**src/rtl/ym3438_dbg_pkg.sv**
```systemverilog
// ym3438_dbg_pkg: shared state encoding and sizing constants for the debug read chain capture.
package ym3438_dbg_pkg;

    typedef enum logic [1:0] {
        IDLE  = 2'd0,
        ARMED = 2'd1,
        SHIFT = 2'd2,
        DONE  = 2'd3
    } dbg_state_t;

    localparam int DBG_PG_WIDTH    = 10;
    localparam int DBG_ARM_TIMEOUT = 48;

endpackage

```
**src/rtl/ym3438_dbg_deser.sv**
```systemverilog
// ym3438_dbg_deser: LSB-first deserialiser with bit index, sample enable, clear and last-bit flag.
module ym3438_dbg_deser
    import ym3438_dbg_pkg::*;
#(
    parameter int DATA_WIDTH = DBG_PG_WIDTH
) (
    input  logic                  MCLK,
    input  logic                  reset,
    input  logic                  clr,
    input  logic                  en,
    input  logic                  din,
    output logic [DATA_WIDTH-1:0] word,
    output logic                  done
);

    localparam int IDX_W = $clog2(DATA_WIDTH);

    logic [IDX_W-1:0]      idx;
    logic [DATA_WIDTH-1:0] sr;

    assign done = en && (idx == IDX_W'(DATA_WIDTH - 1));
    // The final bit is merged in combinationally so the word is complete on the last tick.
    assign word = {din, sr[DATA_WIDTH-2:0]};

    always_ff @(posedge MCLK) begin
        if (reset || clr) begin
            idx <= '0;
            sr  <= '0;
        end else if (en) begin
            sr[idx] <= din;
            idx     <= done ? idx : idx + 1'b1;
        end
    end

endmodule

```
**src/rtl/ym3438_dbg_capture.sv**
```systemverilog
// ym3438_dbg_capture: arms on request, captures one serial debug word and hands it off via valid/ack.
module ym3438_dbg_capture
    import ym3438_dbg_pkg::*;
#(
    parameter int DATA_WIDTH  = DBG_PG_WIDTH,
    parameter int ARM_TIMEOUT = DBG_ARM_TIMEOUT,
    parameter int CNT_W       = 6
) (
    input  logic                  MCLK,
    input  logic                  reset,
    input  logic                  c1,
    input  logic                  c2,
    input  logic                  arm,
    input  logic                  load,
    input  logic                  dbg_in,
    output logic [DATA_WIDTH-1:0] data_out,
    output logic                  data_valid,
    input  logic                  data_ack,
    output logic                  busy,
    output logic                  overrun,
    output logic                  timeout
);

    dbg_state_t            state, state_nxt;
    logic [CNT_W-1:0]      cnt;
    logic                  load_edge, expire, shift_clr, shift_en, shift_done;
    logic [DATA_WIDTH-1:0] word;

    // A c1 edge overlapping c2 is malformed; the load check is skipped there.
    assign load_edge = c1 && !c2 && load;
    assign expire    = c2 && (cnt == CNT_W'(ARM_TIMEOUT - 1));
    assign shift_clr = (state == ARMED) && load_edge;
    assign shift_en  = (state == SHIFT) && c2;

    ym3438_dbg_deser #(.DATA_WIDTH(DATA_WIDTH)) u_deser (
        .MCLK  (MCLK),
        .reset (reset),
        .clr   (shift_clr),
        .en    (shift_en),
        .din   (dbg_in),
        .word  (word),
        .done  (shift_done)
    );

    always_comb begin
        state_nxt = state;
        case (state)
            IDLE:    state_nxt = arm ? ARMED : IDLE;
            ARMED:   state_nxt = load_edge ? SHIFT : expire ? IDLE : ARMED;
            SHIFT:   state_nxt = shift_done ? DONE : SHIFT;
            DONE:    state_nxt = data_ack ? IDLE : DONE;
            default: state_nxt = IDLE;
        endcase
    end

    always_ff @(posedge MCLK) begin
        if (reset) begin
            state      <= IDLE;
            cnt        <= '0;
            data_out   <= '0;
            data_valid <= 1'b0;
            busy       <= 1'b0;
            overrun    <= 1'b0;
            timeout    <= 1'b0;
        end else begin
            state   <= state_nxt;
            busy    <= (state_nxt == ARMED) || (state_nxt == SHIFT);
            timeout <= (state == ARMED) && !load_edge && expire;
            if (state == IDLE && arm) begin
                overrun <= 1'b0;
                cnt     <= '0;
            end else if (state == ARMED && c2) begin
                cnt <= cnt + 1'b1;
            end
            if (state == DONE && load_edge)
                overrun <= 1'b1;
            if (shift_done) begin
                data_out   <= word;
                data_valid <= 1'b1;
            end else if (state == DONE && data_ack) begin
                data_valid <= 1'b0;
            end
        end
    end

endmodule

```
**config.mk**
```make
export PLATFORM = sky130hd
export DESIGN_NAME = ym3438_dbg_capture
export DESIGN_NICKNAME = d
export VERILOG_FILES = /design/src/rtl/ym3438_dbg_pkg.sv /design/src/rtl/ym3438_dbg_deser.sv /design/src/rtl/ym3438_dbg_capture.sv
export SDC_FILE = /design/constraint.sdc
export NUM_CORES = 1
export LEC_CHECK = 0
export CORE_MARGIN = 2
export CORE_UTILIZATION = 30
export CTS_CLUSTER_DIAMETER = 100
export DETAILED_ROUTE_END_ITERATION = 10
export GPL_TIMING_DRIVEN = 0
export SLEW_MARGIN = 30
export SYNTH_ARGS = -nofsm -noshare
export SYNTH_HDL_FRONTEND = slang
export SYNTH_SLANG_ARGS = --single-unit
```
**constraint.sdc**
```tcl
create_clock -name MCLK -period 2.2 [get_ports MCLK]
set_input_delay 0.33 -clock MCLK [delete_from_list [all_inputs] [get_ports MCLK]]
set_output_delay 0.33 -clock MCLK [all_outputs]
set_load 0.01 [all_outputs]
```
==> qor.yml <==
grt_pass1_wl_um: 5490
crit_fanout: 8
synth_xor_area_frac: 0.0333
post_drt_wl_per_cell_um: 11.1
cts_buffers: 5
hp-class: "input pin to register"
fin_cells: 275
first_global_vias: 1163
clk_pin_slew_worst_paths_ps: 70
gp_congestion: 0.788
dieWidth_um: 76.6
synth.top_cell.area_share: 0.443
clk-insertion-delay-late_ps: 280
critPathArrivalTime_ps: 1910
switchingPower_mw: 0.275
place_hpwl_um: 2170
die_h_um: 76.6
grt_overflow: 0
whs_path_depth: 3
synth_ff_type: "dfxtp_1"
power_frac_clock: 0.385
ys_warn_count: 0
power_mw: 1.17
synthSimpleGateAreaFrac: 0.259
worst_pin_slew_ps: 710
num_io_pins: 22
final-setup-viol-count: 0
drive_gt1_frac: 0.132
r2r_slack_ps: 660
start_util: 0.309
critPathRequiredTime_ps: 2370
num_vias: 1246
hold_end: "data_out[9]"
max_freq_ghz: 0.575
viasPerCell: 4.53
p_sw_frac: 0.235
drt_iter0_markers: 32
htreeDepth: 2
endpoint_kind: "register"
status: "finished, final reports clean"
synth-compound-area-share: 0.108
r2r_start: "cnt[0]"
slew_violations: 0
fin_crit_ps: 1740
dpl_cell_area_mm2: 0.00186
syn_nets: 191
synth_edf_count: 0
dieArea_mm2: 0.00586
rows: 26
internal_power_mw: 0.894
peakVddDrop_mv: 0.310
holdBufCountCts: 0
fin_crit_sh: 0.791
synth.avg_cell_area_um2: 8.88
core-area_mm2: 0.00511
hold_viol: 0
relSlewSlack: 0.527
worst-r2r-cell-count: 5
timing.rr.end: "busy"
cts_resized: 0
insertedDiodeCount: 0
synth_commonest_cells: "dfxtp_1 (35), nand2_1 (28), nor2_1 (16), nand3_1 (13)"
grt_usage: 0.116
drt-total-wl_um: 3050
design_area_mm2: 0.00194
path_class: "input pin to register"
post_cts_buffers: 0
yosysMostFrequentCell: "dfxtp_1"
grt_max_degree: 12
area_growth_pct: 23.0
pwr_density_cell_mw_per_mm2: 602
yosys.area.top_type: "dfxtp_1"
rsz0062_at_grt: "no"
clkSinkCount: 35
maxCapViolCount: 0
portBuffers: 19
synth.cell_area_mm2: 0.00158
ys_types: 36
clk_path_buf_depth: 2
synthCells: 178
layout.nets: 217
pwr-share-comb: 0.066
ys_seq_area_frac: 0.443
drc: 0
dp_cells: 267
synth_top_family_by_area: "simple AND/OR/NAND/NOR gates"
ys_ff_latch: 35
firstDrtPassIters: 4
synth_area_leaders: "dfxtp_1 (44%), nand2_1 (6.7%), mux2i_1 (5.7%)"
hold_start: "dbg_in"
async_flop_share: 0
antenna_left: 0
seqPwrFrac: 0.549
antenna_found_initial: 0
start_kind: "input pin"
clock_skew_ps: 4.44
fillerInstances: 543
p_leak_nw: 0.700
final-seq-area_um2: 701
cts_tree: "yes"
cts_root_buf: "clkbuf_8"
setup-tns-final_ps: 0
multi_input_area_um2: 797
synth_fa_ha_area_frac: 0.0396
synth_mux_area_frac: 0.0641
## state kept, by name, summed over array words and instances, names as in the netlist
register and count:
data_out 10, cnt 6, busy 1, overrun 1, state 2, u_deser.sr 9
data_valid 1, timeout 1, u_deser.idx 4
## final cells by class
class | count | share of cell area
multi-input combinational | 127 | 0.410
sequential | 35 | 0.361
clock inverter | 2 | 0.00644
timing repair buffer | 19 | 0.0979
tap | 70 | 0.0451
inverter | 4 | 0.00773
clock buffer | 6 | 0.0373
buffer | 12 | 0.0348
## critical path, stage by stage
cell and delay [ps]:
clkdlybuf4s50_1 620, and3b_1 250, nand4b_1 220, nand3_1 150, mux2_1 330
## logic make-up after synthesis
kind of cell | count (synthesis)
compound gates | 25
xor+xnor | 6
fa+ha+maj | 5
buf+inv | 16
flops | 35
mux | 10
simple gates | 81
## through the flow
stage / hold WS, ps / utilization / setup WS (ps)
floorplan: 432 / - / 844
global placement: 449 / 0.364 / 170
detailed placement: 452 / 0.364 / 184
CTS: 368 / 0.380 / 475
global route: 380 / 0.380 / 381
finish: 376 / 0.380 / 460
## how the worst max path moves through the flow
stage                     startpoint     endpoint  slack, ps  cells past startpoint
after floorplan               cnt[0]         busy        840                      5
after global placement            c2         busy        170                      5
after detailed placement          c2         busy        180                      5
after CTS                         c2         busy        470                      5
after global routing              c2  data_out[0]        380                      6
final                             c2         busy        460                      5
## power groups by stage
stage	combinational (mW)	sequential (mW)	clock, mW
floorplan	0.0488	0.657	0
global placement	0.0787	0.656	0
detailed placement	0.0781	0.656	0
CTS	0.0787	0.641	0.469
global route	0.0859	0.642	0.504
finish	0.0777	0.641	0.450
## metal layers
layer | up-vias | global-route usage | wire [um]
li1 | 655 | - | -
met5 | - | 0 | 0
met2 | 23 | 0.176 | 1300
met1 | 563 | 0.156 | 1580
met3 | 5 | 0.0403 | 146
met4 | 0 | 0.0327 | 21
## cells in the final DEF, fill, tap and decap left out, types with 2 or more instances in the layout
master,count
a21oi_1,7
a21oi_2,9
a31oi_1,2
buf_2,3
buf_4,3
clkbuf_1,6
clkbuf_8,5
clkdlybuf4s50_1,19
dfxtp_1,35
ha_1,5
inv_1,4
mux2i_1,9
nand2_1,28
nand3_1,13
nand3b_1,3
nand4b_1,3
nor2_1,16
nor2b_1,3
nor3_1,2
nor3b_1,2
o21ai_0,4
or3_1,2
xnor2_1,2
xor2_1,4
No activity file was read; power rests on OpenSTA's default activity.
